## src/rtl/elelock_ctrl.sv

```systemverilog
// Electronic lock code-entry sequencer: edge-detected ten-key entry,
// code compare, failed-attempt lockout and timed automatic relock.
module elelock_ctrl #(
  parameter int                  DIGITS      = 4,
  parameter logic [DIGITS*4-1:0] SECRET      = 16'h3707,
  parameter int                  MAX_TRIES   = 3,
  parameter int                  LOCKOUT_CYC = 1000,
  parameter int                  OPEN_CYC    = 5000,
  parameter int                  ENTRY_CYC   = 2000
) (
  input  logic       clk,
  input  logic       rst_n,
  input  logic [9:0] tenkey,
  input  logic       close,
  output logic       lock,
  output logic       error,
  output logic       lockout,
  output logic [3:0] digits
);

  localparam int BW = DIGITS * 4;
  localparam int OW = $clog2(OPEN_CYC + 1);
  localparam int LW = $clog2(LOCKOUT_CYC + 1);
  localparam int EW = $clog2(ENTRY_CYC + 1);
  localparam logic [OW-1:0] OPEN_LAST = OW'(OPEN_CYC - 1);
  localparam logic [LW-1:0] LOUT_LAST = LW'(LOCKOUT_CYC - 1);
  localparam logic [EW-1:0] ENT_LAST  = EW'(ENTRY_CYC - 1);
  localparam logic [3:0]    LAST_DIG  = 4'(DIGITS - 1);
  localparam logic [3:0]    TRY_LIM   = 4'(MAX_TRIES);

  typedef enum logic [1:0] {
    S_LOCKED,
    S_OPEN,
    S_LOCKOUT
  } state_t;

  state_t        state, state_nx;
  logic [9:0]    tenkey_q;
  logic [BW-5:0] code_buf;
  logic [3:0]    tries;
  logic [3:0]    tries_inc;
  logic [OW-1:0] open_t;
  logic [LW-1:0] lout_t;
  logic [EW-1:0] ent_t;
  logic [3:0]    key;
  logic [BW-1:0] full;
  logic          press;
  logic          last;
  logic          match;

  always_comb begin
    key = '0;
    for (int i = 0; i < 10; i++)
      if (tenkey[i]) key = 4'(i);
  end

  // a press needs a single key and an all-zero previous sample
  assign press = (tenkey_q == '0) && (tenkey != '0)
              && ((tenkey & (tenkey - 10'd1)) == '0);
  assign full      = {code_buf, key};
  assign last      = press && (digits == LAST_DIG);
  assign match     = last && (full == SECRET);
  assign tries_inc = (tries == 4'hF) ? tries : tries + 4'd1;

  always_ff @(posedge clk or negedge rst_n) begin
    if (!rst_n) state <= S_LOCKED;
    else        state <= state_nx;
  end

  always_comb begin
    state_nx = state;
    unique case (state)
      S_LOCKED: begin
        if (!close && match)
          state_nx = S_OPEN;
        else if (!close && last && tries_inc == TRY_LIM)
          state_nx = S_LOCKOUT;
      end
      S_OPEN: begin
        if (close || open_t == OPEN_LAST)
          state_nx = S_LOCKED;
      end
      S_LOCKOUT: begin
        if (lout_t == LOUT_LAST)
          state_nx = S_LOCKED;
      end
      default: state_nx = S_LOCKED;
    endcase
  end

  always_comb begin
    lock    = (state != S_OPEN);
    lockout = (state == S_LOCKOUT);
  end

  always_ff @(posedge clk or negedge rst_n) begin
    if (!rst_n) begin
      tenkey_q <= '0;
      code_buf <= '0;
      digits   <= '0;
      tries    <= '0;
      error    <= 1'b0;
      open_t   <= '0;
      lout_t   <= '0;
      ent_t    <= '0;
    end else begin
      tenkey_q <= tenkey;
      error    <= 1'b0;
      unique case (state)
        S_LOCKED: begin
          open_t <= '0;
          lout_t <= '0;
          if (close) begin
            code_buf <= '0;
            digits   <= '0;
            ent_t    <= '0;
          end else if (press) begin
            ent_t <= '0;
            if (last) begin
              code_buf <= '0;
              digits   <= '0;
              if (match) begin
                tries <= '0;
              end else begin
                tries <= tries_inc;
                error <= 1'b1;
              end
            end else begin
              code_buf <= full[BW-5:0];
              digits   <= digits + 4'd1;
            end
          end else if (digits != '0) begin
            // partial entry abandoned: discard without counting a try
            if (ent_t == ENT_LAST) begin
              code_buf <= '0;
              digits   <= '0;
              ent_t    <= '0;
            end else begin
              ent_t <= ent_t + 1'b1;
            end
          end else begin
            ent_t <= '0;
          end
        end
        S_OPEN: begin
          if (state_nx != S_OPEN) open_t <= '0;
          else                    open_t <= open_t + 1'b1;
        end
        S_LOCKOUT: begin
          if (state_nx != S_LOCKOUT) begin
            lout_t <= '0;
            tries  <= '0;
          end else begin
            lout_t <= lout_t + 1'b1;
          end
        end
        default: ;
      endcase
    end
  end

endmodule

```

## config.mk

```make
export PLATFORM = sky130hd
export DESIGN_NAME = elelock_ctrl
export DESIGN_NICKNAME = d
export VERILOG_FILES = /design/src/rtl/elelock_ctrl.sv
export SDC_FILE = /design/constraint.sdc
export NUM_CORES = 1
export LEC_CHECK = 0
export CAP_MARGIN = 10
export CORE_ASPECT_RATIO = 1.2
export CORE_MARGIN = 10
export CORE_UTILIZATION = 31
export DETAILED_ROUTE_END_ITERATION = 10
export PLACE_DENSITY = 0.47
export REMOVE_ABC_BUFFERS = 1
export SETUP_SLACK_MARGIN = 0.1
export SLEW_MARGIN = 20
export SYNTH_ARGS = -nofsm -noshare
export SYNTH_HDL_FRONTEND = slang
export SYNTH_SLANG_ARGS = --single-unit
```

## constraint.sdc

```tcl
create_clock -name clk -period 5.5 [get_ports clk]
set_input_delay 1.1 -clock clk [delete_from_list [all_inputs] [get_ports clk]]
set_output_delay 1.1 -clock clk [all_outputs]
set_load 0.01 [all_outputs]
```

# Word-level counts from Yosys, hierarchy flattened
# Cells that the tools add are included.
op_classes:
  add_sub_neg: 6
  n_eq_ne: 16
  muxes: 44
  bitwise_logic: 1
  reduce_logical: 20
op_table:
  columns: ["operator", "n"]
  rows:
  - ["4-bit 2-to-1 mux", 17]
  - ["12-bit 2-to-1 mux", 5]
  - ["11-bit 2-to-1 mux", 4]
  - ["13-bit one-hot mux with 2 select lines", 1]
  - ["10-bit logical NOT", 2]
  - ["10-bit one-hot mux with 2 select lines", 1]
  - ["16-bit by 14-bit == test with 1-bit output, second input constant", 1]
  - ["13-bit by 1-bit adder with 13-bit output, second input constant", 1]
  - ["13-bit == test, second input constant", 1]
  - ["13-bit 2-to-1 mux", 1]
  - ["2-bit 2-to-1 mux", 6]
  - ["11-bit by 1-bit adder with 11-bit output, second input constant", 1]
  - ["11-bit == test, second input constant", 1]
  - ["10-bit by 1-bit adder with 10-bit output, second input constant", 1]
  - ["10-bit bitwise AND", 1]
  - ["10-bit == test, second input constant", 1]
  - ["10-bit 2-to-1 mux", 1]
  - ["10-bit nonzero test", 1]
  - ["10-bit by 1-bit subtractor with 10-bit output, second input constant", 1]
  - ["4-bit by 1-bit adder with 4-bit output, second input constant", 2]
  - ["4-bit by 2-bit == test with 1-bit output, second input constant", 2]
  - ["2-bit inequality test, second input constant", 4]
  - ["4-bit one-hot mux with 2 select lines", 1]
  - ["1-bit logical AND", 7]
  - ["14 further kinds", 23]
totals:
  register_bits: 67
  in_bits: 13
  output_inout_bits: 7
  elab_cells: 96

# Longest topological paths before layout
depth:
  word_depth: 17
  depth_mapped: 9
  mapped_depth_nobuf: 7

# Least setup slack after synthesis
# OpenSTA, ideal clock, no wires.
synth_path:
  path_kind: "input to register"
  from: "in tenkey[0]"
  to: "reg code_buf[1]"
  setup_ns: 0.125
  arrival_time_ns: 2.879
  t_required_ns: 5.375
  slack_ns: 2.496
  stages: 7
  n_path_buf: 1
  path_cell_list: "or4_4 nor4_4 mux2i_1 and2_1 buf_6 o31a_4 mux2_4"
synth_via:
  elab_chain_cells: 8
  word_cells_on_any_way: 13
  cone_classes: "1 x add/sub; 3 x mux; 1 x bitwise; 8 x reduce/logical"
synth_lines:
  columns: ["item", "line_no", "source"]
  rows:
  - ["from (decl)", "13", "input logic [9:0] tenkey,"]
  - ["10-bit by 1-bit subtractor with 10-bit output", "59", "&& ((tenkey & (tenkey - 10'd1)) == '0);"]
  - ["10-bit bitwise AND", "59", null]
  - ["10-bit logical NOT", "59", null]
  - ["1-bit logical AND (*)", "59", null]
  - ["1-bit logical AND", "61", "assign last = press && (digits == LAST_DIG);"]
  - ["12-bit 2-to-1 mux", "119", "if (last) begin"]
  - ["12-bit 2-to-1 mux", "117", "end else if (press) begin"]
  - ["12-bit 2-to-1 mux", "113", "if (close) begin"]
  - ["to (signal assigned)", "129", "code_buf <= full[BW-5:0];"]
  - ["to (decl)", "39", "logic [BW-5:0] code_buf;"]
# Every way passes the cells marked *; elsewhere a longest branch is shown, timed or not.
# A chain may end at the register's enable or synchronous reset.

# Final worst setup path
layout_path:
  from: "in tenkey[1]"
  to: "reg code_buf[1]"
# The elaborated chain is that of the path after synthesis.

==> impl_metrics.tcl <==
set metrics [dict create \
    p_leak_nw 1.757 \
    antenna_found_initial 0 \
    die_w_um 117.4 \
    grt_pass1_wl_um 13770 \
    vias_per_cell 5.188 \
    timing.fmax_mhz 265.9 \
    tightest_slew_ns 0.7316 \
    ctsHoldBuffers 0 \
    setup_tns_ns 0 \
    post-route-period-util_pct 68.38 \
    drc 0 \
    yosysTopAreaCellShare_pct 47.50 \
    die_area_um2 16070 \
    clockBufferDepth 2 \
    syn_avg_cell_area_um2 9.565 \
    crit_path_start "tenkey[1]" \
    start_util_pct 31.83 \
    dr.pass1.iters 4 \
    cts_tree "done" \
    ys_types 52 \
    final-setup-viol-count 0 \
    layout-drive-gt1-share_pct 11.05 \
    fp-row-count 42 \
    cts.sinks 67 \
    fin_nets 403 \
    gp_congestion 0.7682 \
    hold_class "reg2reg" \
    cp_max_fo 16 \
    drt_iter0_drc 129 \
    wl_per_cell_um 14.60 \
    maxSlewViolCount 0 \
    io_buffers 19 \
    clockRootBuffer "clkbuf_16" \
    status "complete, no violations" \
    fillCellCount 1120 \
    critPathLaunchType "input port" \
    cp-end-kind "flop" \
    worstPathRequired_ns 5.71 \
    synth-compound-area-share_pct 19.82 \
    synth_top_family_by_area "simple AND/OR/NAND/NOR gates" \
    grt_pass1_vias 2709 \
    ys_ff_latch 67 \
    rsz0062_at_grt "false" \
    grt_usage_pct 10.48 \
    crit_type "in2reg" \
    hold_violations 0 \
    synth_flop_cell "dfrtp_1" \
    clock_latency_ns 0.33 \
    grt_max_degree 40 \
    slew_headroom_pct 51.23 \
    synthToLayoutAreaGrowth_pct 17.80 \
    overflow 0 \
    synth_area_leaders "dfrtp_1, o21ai_0, a21oi_1" \
    cts_resized 0 \
    reg2reg_from "tenkey_q[0]$_DFF_PN0_" \
    ios 20 \
    ir_drop_mv 0.1170 \
    fin_util_pct 37.50 \
    wl_um 7926 \
    synth_cells 369 \
    ys_seq_area_share_pct 47.50 \
    yosys.area_share.simple_pct 22.19 \
    drtAntennaViolNets 0 \
    synth_warnings 0 \
    synth_fa_ha_area_share_pct 2.127 \
    synth-xor-area-share_pct 0.9926 \
    multiInputGateArea_um2 1680 \
    muxShareOfSynthArea_pct 2.481 \
    cp.arrival_ns 3.97 \
    vias 2817 \
    antenna_cells 0 \
    hpwl_um 5522 \
    fin_crit_ns 3.761 \
    finClkSkew_ns 0.003610 \
    max-cap-violations 0 \
    h-tree-depth 3 \
    powerDensity_nw_per_um2 272.1 \
    min_from "open_t[8]$_DFFE_PN0P_" \
    seqCellArea_um2 1677 \
    cts_inserted_buffers 9 \
    whs_ns 0.4790 \
    clk_pin_slew_ns 0.06 \
    power.total_mw 1.131 \
    synth_enable_flop_cells 0 \
    async_flop_share_pct 100.0 \
    post_cts_buffers 0 \
    core_area_um2 11090 \
    syn_area_um2 3530 \
    fp.dieH_um 136.9 \
    synth_top_area_cell "dfrtp_1" \
]
[critical path, stage by stage]
cell             delay, ns
clkdlybuf4s50_1       0.49
or4_4                 0.57
nor4_4                0.17
mux2i_1               0.38
and2_1                0.53
o31a_4                0.39
mux2_4                0.33
[cell families (layout without fill, tap and decap cells)]
group,after synthesis,after routing
multiplexers,7,7
adder cells (fa/ha/maj),6,6
flip-flops,67,67
AND/OR/NAND/NOR,137,137
buffers and inverters,41,61
AO/OA/AOI/OAI,107,107
XOR/XNOR,4,4
[per-stage QoR]
| step | instances | area, um^2 | worst slack, ns |
|---|---|---|---|
| CTS | 543 | 4158 | 1.741 |
| floorplan | 351 | 3443 | 2.219 |
| detailed placement | 527 | 3844 | 1.392 |
| global route | 543 | 4158 | 1.557 |
| global placement | 527 | 3844 | 1.467 |
| finish | 543 | 4158 | 1.739 |
[registers in the layout, indices dropped and copies added, names as in the netlist]
register / count
digits: 4
code_buf: 12
lout_t: 10
ent_t: 11
state: 2
tries: 4
tenkey_q: 10
open_t: 13
error: 1
[area by class of cell]
type	instances	area share, %
flip-flops and latches	67	40.33
clock inverters	4	1.144
well taps	154	4.634
multi-input cells	261	40.42
inverters	23	2.076
repair buffers	22	4.995
clock buffers	12	6.410
[cell usage in the layout (no fill, tap or decap), types with 4 or more instances in the layout]
cell,count
and3_1,14
or2_2,4
nand2_1,19
dfrtp_1,67
ha_1,6
nand4_1,15
o31ai_1,8
clkbuf_16,9
nand3_1,16
nor2_1,21
o21ai_0,32
nand2b_1,14
a31oi_1,14
a21oi_1,20
o21ai_2,9
nor4_1,8
inv_1,23
o41ai_1,4
clkdlybuf4s50_1,18
xor2_1,4
nor3_1,6
a22o_1,4
[path summary, 6_finish.rpt]
kind	end	cells after the start	slack (ns)
hold / removal	open_t[8]$_DFFE_PN0P_	1	0.48
min in group asynchronous	open_t[3]$_DFFE_PN0P_	1	0.81
setup / recovery	code_buf[1]$_DFFE_PN0P_	7	1.74
setup reg to reg	code_buf[1]$_DFFE_PN0P_	6	2.84
max in group asynchronous	code_buf[5]$_DFFE_PN0P_	2	3.72
hold reg to reg	open_t[8]$_DFFE_PN0P_	1	0.48
[cell usage after synthesis (6+ instances only)]
library cell	count
and3_1	14
nand3_1	16
nand4_1	15
o21ai_0	32
a31oi_1	14
nor3_1	6
o31ai_1	8
inv_1	23
clkbuf_1	15
o21ai_2	9
nand2b_1	14
dfrtp_1	67
a21oi_1	20
nand2_1	19
ha_1	6
nor4_1	8
nor2_1	21
[metal layers]
| layer | GRT usage (%) | vias to the layer above | wire (um) |
|---|---|---|---|
| met5 | 0 | - | 0 |
| met4 | 5.919 | 0 | 176 |
| met3 | 2.350 | 13 | 286 |
| met2 | 15.80 | 45 | 3646 |
| met1 | 13.62 | 1365 | 3817 |
| li1 | - | 1394 | - |
[power by group]
group          internal [mW]  leakage, nW  switching [mW]
logic                 0.0132        0.812          0.0240
clock network          0.386        0.155           0.207
registers              0.499        0.790         0.00245
Note: power is estimated with default switching activity, not from simulation.
